==> src/rtl/pred_lt_3.sv <==
// Long-term (adaptive-codebook) predictor with 1/3 resolution. It interpolates past
// excitation with the inter_3l filter and writes the new excitation back in place.
module pred_lt_3 #(
  parameter int L_INTER10 = 10,
  parameter int UP_SAMP   = 3
) (
  input  logic        clk,
  input  logic        reset,
  input  logic        start,
  input  logic [11:0] exc,
  input  logic [15:0] T0,
  input  logic [15:0] frac,
  input  logic [15:0] L_subfr,
  input  logic [11:0] inter_3l,
  input  logic [31:0] L_macIn,
  input  logic [31:0] L_addIn,
  input  logic [31:0] FSMdataInScratch,
  input  logic [31:0] FSMdataInConstant,
  output logic [15:0] L_macOutA,
  output logic [15:0] L_macOutB,
  output logic [31:0] L_macOutC,
  output logic [31:0] L_addOutA,
  output logic [31:0] L_addOutB,
  output logic [11:0] FSMreadAddrScratch,
  output logic [11:0] FSMreadAddrConstant,
  output logic [11:0] FSMwriteAddrScratch,
  output logic [31:0] FSMwriteDataScratch,
  output logic        FSMwriteEnScratch,
  output logic        done
);

  typedef enum logic [3:0] {
    S_IDLE, S_INIT, S_RD1, S_MAC1, S_RD2, S_MAC2, S_RND, S_WR, S_DONE
  } state_t;

  localparam logic [3:0]  LAST_TAP = 4'(L_INTER10 - 1);
  localparam logic [11:0] STRIDE   = 12'(UP_SAMP);

  state_t      r_state, w_next;
  logic [1:0]  r_f;
  logic [11:0] r_base, r_exc, r_tab;
  logic [15:0] r_len, r_j;
  logic [3:0]  r_i;
  logic [31:0] r_s;
  logic [15:0] r_r;

  logic [15:0] w_nfrac;
  logic        w_fneg;
  logic [1:0]  w_f_init;
  logic [11:0] w_base_init, w_i3, w_j12, w_f12;
  logic        w_unused_bits;

  // The fraction is negated; a negative result borrows one whole sample from the base.
  assign w_nfrac     = 16'd0 - frac;
  assign w_fneg      = w_nfrac[15];
  assign w_f_init    = w_fneg ? 2'(w_nfrac + 16'd3) : w_nfrac[1:0];
  assign w_base_init = exc - T0[11:0] - {11'd0, w_fneg};

  assign w_i3  = {8'd0, r_i} * STRIDE;
  assign w_j12 = r_j[11:0];
  assign w_f12 = {10'd0, r_f};

  assign w_unused_bits = ^{T0[15:12], w_nfrac[14:2], L_addIn[15:0],
                           FSMdataInScratch[31:16], FSMdataInConstant[31:16]};

  // NOTE: sequential state uses non-blocking assignments so every register samples
  // pre-edge values; blocking here would create order-dependent simulation races.
  always_ff @(posedge clk or negedge reset) begin
    if (!reset) r_state <= S_IDLE;
    else        r_state <= w_next;
  end

  // NOTE: every output gets a default before the case, so no path leaves a
  // signal unassigned and no latch is inferred.
  always_comb begin
    w_next              = r_state;
    L_macOutA           = '0;
    L_macOutB           = '0;
    L_macOutC           = '0;
    L_addOutA           = '0;
    L_addOutB           = '0;
    FSMreadAddrScratch  = '0;
    FSMreadAddrConstant = '0;
    FSMwriteAddrScratch = '0;
    FSMwriteDataScratch = '0;
    FSMwriteEnScratch   = 1'b0;
    done                = 1'b0;
    case (r_state)
      S_IDLE: if (start) w_next = S_INIT;
      S_INIT: w_next = (L_subfr == 16'd0) ? S_DONE : S_RD1;
      S_RD1: begin
        FSMreadAddrScratch  = r_base + w_j12 - {8'd0, r_i};
        FSMreadAddrConstant = r_tab + w_f12 + w_i3;
        w_next              = S_MAC1;
      end
      S_MAC1, S_MAC2: begin
        L_macOutA = FSMdataInScratch[15:0];
        L_macOutB = FSMdataInConstant[15:0];
        L_macOutC = r_s;
        if (r_state == S_MAC1)    w_next = S_RD2;
        else if (r_i == LAST_TAP) w_next = S_RND;
        else                      w_next = S_RD1;
      end
      S_RD2: begin
        FSMreadAddrScratch  = r_base + w_j12 + 12'd1 + {8'd0, r_i};
        FSMreadAddrConstant = r_tab + (STRIDE - w_f12) + w_i3;
        w_next              = S_MAC2;
      end
      S_RND: begin
        L_addOutA = r_s;
        L_addOutB = 32'h0000_8000;
        w_next    = S_WR;
      end
      S_WR: begin
        FSMwriteEnScratch   = 1'b1;
        FSMwriteAddrScratch = r_exc + w_j12;
        FSMwriteDataScratch = {{16{r_r[15]}}, r_r};
        w_next              = (r_j + 16'd1 == r_len) ? S_DONE : S_RD1;
      end
      S_DONE: begin
        done   = 1'b1;
        w_next = S_IDLE;
      end
      default: w_next = S_IDLE;
    endcase
  end

  always_ff @(posedge clk or negedge reset) begin
    if (!reset) begin
      r_f    <= '0;
      r_base <= '0;
      r_exc  <= '0;
      r_tab  <= '0;
      r_len  <= '0;
      r_j    <= '0;
      r_i    <= '0;
      r_s    <= '0;
      r_r    <= '0;
    end else begin
      case (r_state)
        S_INIT: begin
          r_f    <= w_f_init;
          r_base <= w_base_init;
          r_exc  <= exc;
          r_tab  <= inter_3l;
          r_len  <= L_subfr;
          r_j    <= '0;
          r_i    <= '0;
          r_s    <= '0;
        end
        S_MAC1: r_s <= L_macIn;
        S_MAC2: begin
          r_s <= L_macIn;
          r_i <= (r_i == LAST_TAP) ? 4'd0 : r_i + 4'd1;
        end
        S_RND: r_r <= L_addIn[31:16];
        S_WR: begin
          r_s <= '0;
          r_i <= '0;
          r_j <= r_j + 16'd1;
        end
        default: ;
      endcase
    end
  end

endmodule

==> config.mk <==
export PLATFORM = sky130hd
export DESIGN_NAME = pred_lt_3
export DESIGN_NICKNAME = d
export VERILOG_FILES = /design/src/rtl/pred_lt_3.sv
export SDC_FILE = /design/constraint.sdc
export NUM_CORES = 1
export LEC_CHECK = 0
export BUFFER_PORTS_ARGS = -buffer_cell sky130_fd_sc_hd__buf_2
export CAP_MARGIN = 20
export CORE_UTILIZATION = 30
export DETAILED_ROUTE_END_ITERATION = 8
export PLACE_DENSITY = 0.64
export RECOVER_POWER = 25
export SLEW_MARGIN = 25
export SYNTH_ARGS = -nofsm -noshare
export SYNTH_HDL_FRONTEND = slang
export SYNTH_SLANG_ARGS = --single-unit
==> constraint.sdc <==
create_clock -name clk -period 3.6 [get_ports clk]
set_input_delay 0 -clock clk [delete_from_list [all_inputs] [get_ports clk]]
set_output_delay 0 -clock clk [all_outputs]
set_load 0.01 [all_outputs]
; Yosys cells after proc, flatten, opt, wreduce, memory -nomap -nowiden
; Cells that the tools add are included.
[totals]
regBits = 126
in_bits = 203
wordCells = 67
output_inout_bits = 198
[op_classes]
n_mux = 22
multipliers = 1
n_reduce_logical = 7
n_addsub = 16
eq_ne = 11
[ops]
columns = op, n
row1 = $mux W32, 3
row2 = $pmux W32 S2, 1
row3 = $mux W16, 3
row4 = $pmux W12 S2, 2
row5 = $add A12 B12 Y12, 3
row6 = $pmux W16 S2, 1
row7 = $pmux W4 S7, 1
row8 = $add A12 B6 Y12, 2
row9 = $add A16 B1 Y16 const B, 1
row10 = $eq A16 B16 Y1, 1
row11 = $eq A4 B3 Y1 const B, 4
row12 = $logic_not A16 Y1, 1
row13 = $mux W4, 4
row14 = $sub A1 B16 Y16 const A, 1
row15 = $add A12 B1 Y12 const B, 1
row16 = $add A12 B2 Y12, 1
row17 = $add A12 B4 Y12, 1
row18 = $mux W12, 1
row19 = $sub A12 B1 Y12, 1
row20 = $sub A12 B12 Y12, 1
row21 = $sub A12 B4 Y12, 1
row22 = $eq A4 B2 Y1 const B, 2
row23 = $eq A4 B4 Y1 const B, 2
row24 = $pmux W4 S2, 1
row25 = 12 further kinds, 17

; Logic depth before layout (Yosys ltp)
[depth]
word_depth = 4
ltp_mapped = 15
mapped_depth_nobuf = 15

; Worst setup path before layout
; Ideal clock, no wire load.
[synth_path]
kind = register to output
from = register r_i[1]
to = output FSMreadAddrConstant[9]
n_path_buf = 0
path_stages_with_launch = 16
arrival_ns = 3.134
t_required_ns = 3.600
slack_ns = 0.466
cell_sequence = dfrtp_1 inv_1 ha_1 fa_1 inv_1 ha_1 inv_1 fa_1 nor2b_1 o21ai_0 a21boi_0 o21ai_0 nand2b_1 a22o_1 nand3_1 o21ai_0
[synth_between]
elab_chain_cells = 3
word_cells_on_any_way = 4
classes_between = add/sub: 2 / mul: 1 / mux: 1
[synth_rtl]
columns = item, line
row1 = from (decl), 43  ; logic [3:0] r_i;
row2 = from (signal assigned), 154  ; r_i <= (r_i == LAST_TAP) ? 4'd0 : r_i + 4'd1;
row3 = $mul A4 B2 Y6 (*), 59  ; assign w_i3 = {8'd0, r_i} * STRIDE;
row4 = $add A12 B6 Y12 (on tied branches), "106, 93"
row5 = $pmux W12 S2 (*), 88  ; case (r_state)
row6 = to (decl), 25  ; output logic [11:0] FSMreadAddrConstant,
; Mark *: on every way between the ends. The rest lies on a longest branch, timed or not.

; Final worst setup path
[layout_path]
from = register r_i[1]
to = output FSMreadAddrConstant[11]
; The elaborated chain is that of the path after synthesis.

==> results.sh <==
export IMPL_status="complete, but fails checks"
export IMPL_violations="max-capacitance violations, max-slew violations"
export IMPL_path_max_fanout=6
export IMPL_crit_path_end_kind="output pin"
export IMPL_grt_max_degree=69
export IMPL_yosys_cell_types_count=81
export IMPL_initial_core_util_pct=30.4
export IMPL_slew_limit_headroom_pct=-18.3
export IMPL_fp_row_count=66
export IMPL_setup_violations=0
export IMPL_cts_tree="done"
export IMPL_p_seq_share_pct=23.6
export IMPL_async_flop_share_pct=100
export IMPL_yosys_area_top_type_share_pct=31.8
export IMPL_power_density_nw_per_um2=788
export IMPL_max_freq_mhz=284
export IMPL_maxCapViolations=1
export IMPL_grt_pass1_vias=8978
export IMPL_clk_path_buf_depth=2
export IMPL_cp_common_cell="o21ai_1"
export IMPL_slew_violations=69
export IMPL_clkSinkCount=126
export IMPL_setup_tns_ps=0
export IMPL_cp_cell_sequence="ha_4 > fa_1 > xnor2_1 > ha_1 > ha_4 > nor2b_2 > o21ai_2 > a21boi_1 > o21ai_1 > nand2b_1 > buf_4 > a31oi_1 > o21ai_1 > o21ai_1 > buf_2"
export IMPL_cts_max_level=4
export IMPL_dpl_hpwl_mm=23.0
export IMPL_die_w_um=184
export IMPL_cts_buffers=17
export IMPL_intPower_mw=5.91
export IMPL_path_class="reg2out"
export IMPL_track_usage_pct=18.4
export IMPL_p_sw_share_pct=44.9
export IMPL_synth_edff_count=0
export IMPL_synth_area_leaders="dfrtp_1 32%, ha_1 8.6%, and2_1 7.4%"
export IMPL_dr_pass1_iters=5
export IMPL_die_y_um=184
export IMPL_cp_required_ps=3600
export IMPL_yosys_area_share_simple_pct=22.9
export IMPL_final_nets=1821
export IMPL_syn_avg_cell_area_um2=8.67
export IMPL_wl_per_cell_um=16.0
export IMPL_drive_above_1_share_pct=30.1
export IMPL_clock_skew_final_ps=9.26
export IMPL_critPathMaxStageDelay_ps=460
export IMPL_design_core_area_um2=32500
export IMPL_drc=0
export IMPL_synth_xor_area_share_pct=6.29
export IMPL_p_sw_mw=4.82
export IMPL_gp_congestion=0.849
export IMPL_hp_class="in2reg"
export IMPL_leakagePower_nw=6.99
export IMPL_ant_nets=0
export IMPL_drt_wl_total_mm=32.0
export IMPL_design_portCount=401
export IMPL_synthAdderAreaFrac_pct=11.2
export IMPL_period_minus_slack_ps=3520
export IMPL_synthMuxAreaShare_pct=2.24
export IMPL_slowest_stage="dfrtp_2"
export IMPL_netlist_instances=1143
export IMPL_clock_latency_ps=430
export IMPL_power_frac_comb_pct=59.5
export IMPL_viasPerCell=4.81
export IMPL_critical_path_top_delay_family="adder cells"
export IMPL_overflow=0
export IMPL_synth_seq_cells=126
export IMPL_cp_arrival_ps=3520
export IMPL_yosysSeqAreaShare_pct=31.8
export IMPL_area_growth_pct=37.4
export IMPL_antenna_found_initial=2
export IMPL_grt_pass1_wl_mm=48.1
export IMPL_cp_num_buf_inv=2
export IMPL_fin_crit_sh_pct=97.9
export IMPL_ys_warn_count=0
export IMPL_hold_violations=0
export IMPL_tightest_slew_ps=1770
export IMPL_clkSlewWorstSetupHoldPaths_ps=60
export IMPL_drt_iter0_markers=509
export IMPL_p_clk_share_pct=16.8
export IMPL_port_buffers=317
export IMPL_hold_worst_slack_ps=66.0
export IMPL_vdd_drop_max_uv=528
export IMPL_yosys_area_top_type="dfrtp_1"
export IMPL_syn_area_um2=9900
export IMPL_rsz0062_at_grt="yes"
export IMPL_cp_start_kind="register"
export IMPL_vias=9589
export IMPL_ys_flop_type="dfrtp_1"
export IMPL_synth_compound_area_share_pct=17.2
export IMPL_die_area_um2=33700
export IMPL_post_route_util_pct=41.8
export IMPL_root_buffer="clkbuf_16"
export IMPL_power_mw=10.7
export IMPL_synth_top_family_by_area="simple AND/OR/NAND/NOR gates"
[worst register-to-register path: cells and delay by family (launching register included)]
kind	cells	cell delay, ps
AOI/OAI and AO/OA	1	150
adders and majority gates	1	330
buffers and inverters	1	150
and+or+nand+nor	6	1580
xor gates and xnor gates	1	120
DFF	1	370
[per-layer routing]
metal | vias to the layer above | global-route usage (%) | wire length, µm
met5 | - | 0 | 0
met4 | 0 | 5.33 | 652
met3 | 46 | 3.84 | 1880
met2 | 282 | 28.7 | 15000
met1 | 4614 | 25.4 | 14500
li1 | 4647 | - | -
[registers in the layout, indices dropped and copies added, names as in the netlist]
register  cells
r_state       4
r_s          32
r_exc        12
r_f           2
r_base       12
r_len        16
r_tab        12
r_j          16
r_r          16
r_i           4
[cells in the mapped netlist, drive strengths merged, types with 4 or more instances]
cell type and instances:
dfrtp 126, xnor2 41, o22ai 8, nor2 47
o21bai 6, ha 68, fa 13, mux2 17
xor2 25, nor4 11, nand3 22, buf 59
o31ai 10, o211ai 5, a31oi 11, o21a 4
nand2b 14, and2 117, inv 65, nor3 23
or3 6, nand4 7, nor2b 6, a21oi 51
o21ai 76, nand2 148, and3 9, clkbuf 44
a21o 19, a22o 38
[cell usage in the layout, fill, tap and decap left out, drive strengths merged, types with 38 or more instances in the layout]
cell	n
buf	353
nand2	148
dfrtp	126
and2	117
dlygate4sd3	92
o21ai	76
inv	73
ha	68
a21oi	51
nor2	47
xnor2	41
a22o	38
[worst paths after layout]
check,startpoint,slack (ps),to,cells after the start
hold reg to reg,r_f[0]$_DFFE_PN0P_,490,r_f[0]$_DFFE_PN0P_,2
hold / removal,T0[2],70,r_base[2]$_DFFE_PN0P_,4
setup / recovery,r_i[1]$_DFFE_PN0P_,80,FSMreadAddrConstant[11],15
max in group asynchronous,reset,1320,r_s[16]$_DFFE_PN0P_,3
setup reg to reg,r_j[0]$_DFFE_PN0N_,810,r_state[3]$_DFFE_PN0P_,10
min in group asynchronous,reset,590,r_exc[9]$_DFFE_PN0P_,2
[kinds of logic (layout without fill, tap and decap cells)]
logic type,count (synthesis),count (layout)
and+or+nand+nor,427,427
AOI/OAI and AO/OA,254,254
buffers and inverters,168,545
DFF,126,126
adders and majority gates,81,81
xor gates and xnor gates,66,66
muxes,20,20
other,1,33
[final cells by class]
| class | count | area (µm²) |
|---|---|---|
| Multi-Input combinational cell | 879 | 6230 |
| Clock inverter | 15 | 175 |
| Clock buffer | 17 | 425 |
| Tap cell | 442 | 553 |
| Inverter | 65 | 246 |
| Fill cell | 3202 | 18900 |
| Timing Repair Buffer | 448 | 2810 |
| Sequential cell | 126 | 3160 |
| Antenna cell | 2 | 5.00 |
[per-stage QoR]
step	worst slack [ps]	std cells	cell area (µm²)
2_1_floorplan	466	1173	10000
3_3_place_gp	302	1848	11800
3_5_place_dp	201	1848	11800
4_1_cts	20.2	1975	13400
5_1_grt	-105	1992	13600
6_report	77.1	1994	13600
[power groups by stage]
stage          Clock [mW]  Sequential [mW]  Combinational (mW)
2_1_floorplan           0             2.31                4.15
3_3_place_gp            0             2.53                5.57
3_5_place_dp            0             2.55                5.74
4_1_cts              1.86             2.52                6.00
5_1_grt              1.93             2.62                7.12
6_report             1.80             2.54                6.39
[what timing repair did]
item                                    CTS  global route
pin swaps                                 2            27
hold buffers                             92             0
endpoints found under the setup margin    9            13
gates resized for setup                  15            34
hold endpoints to repair                159             0
setup buffers                             3            17
(Power assumes the default switching activity.)
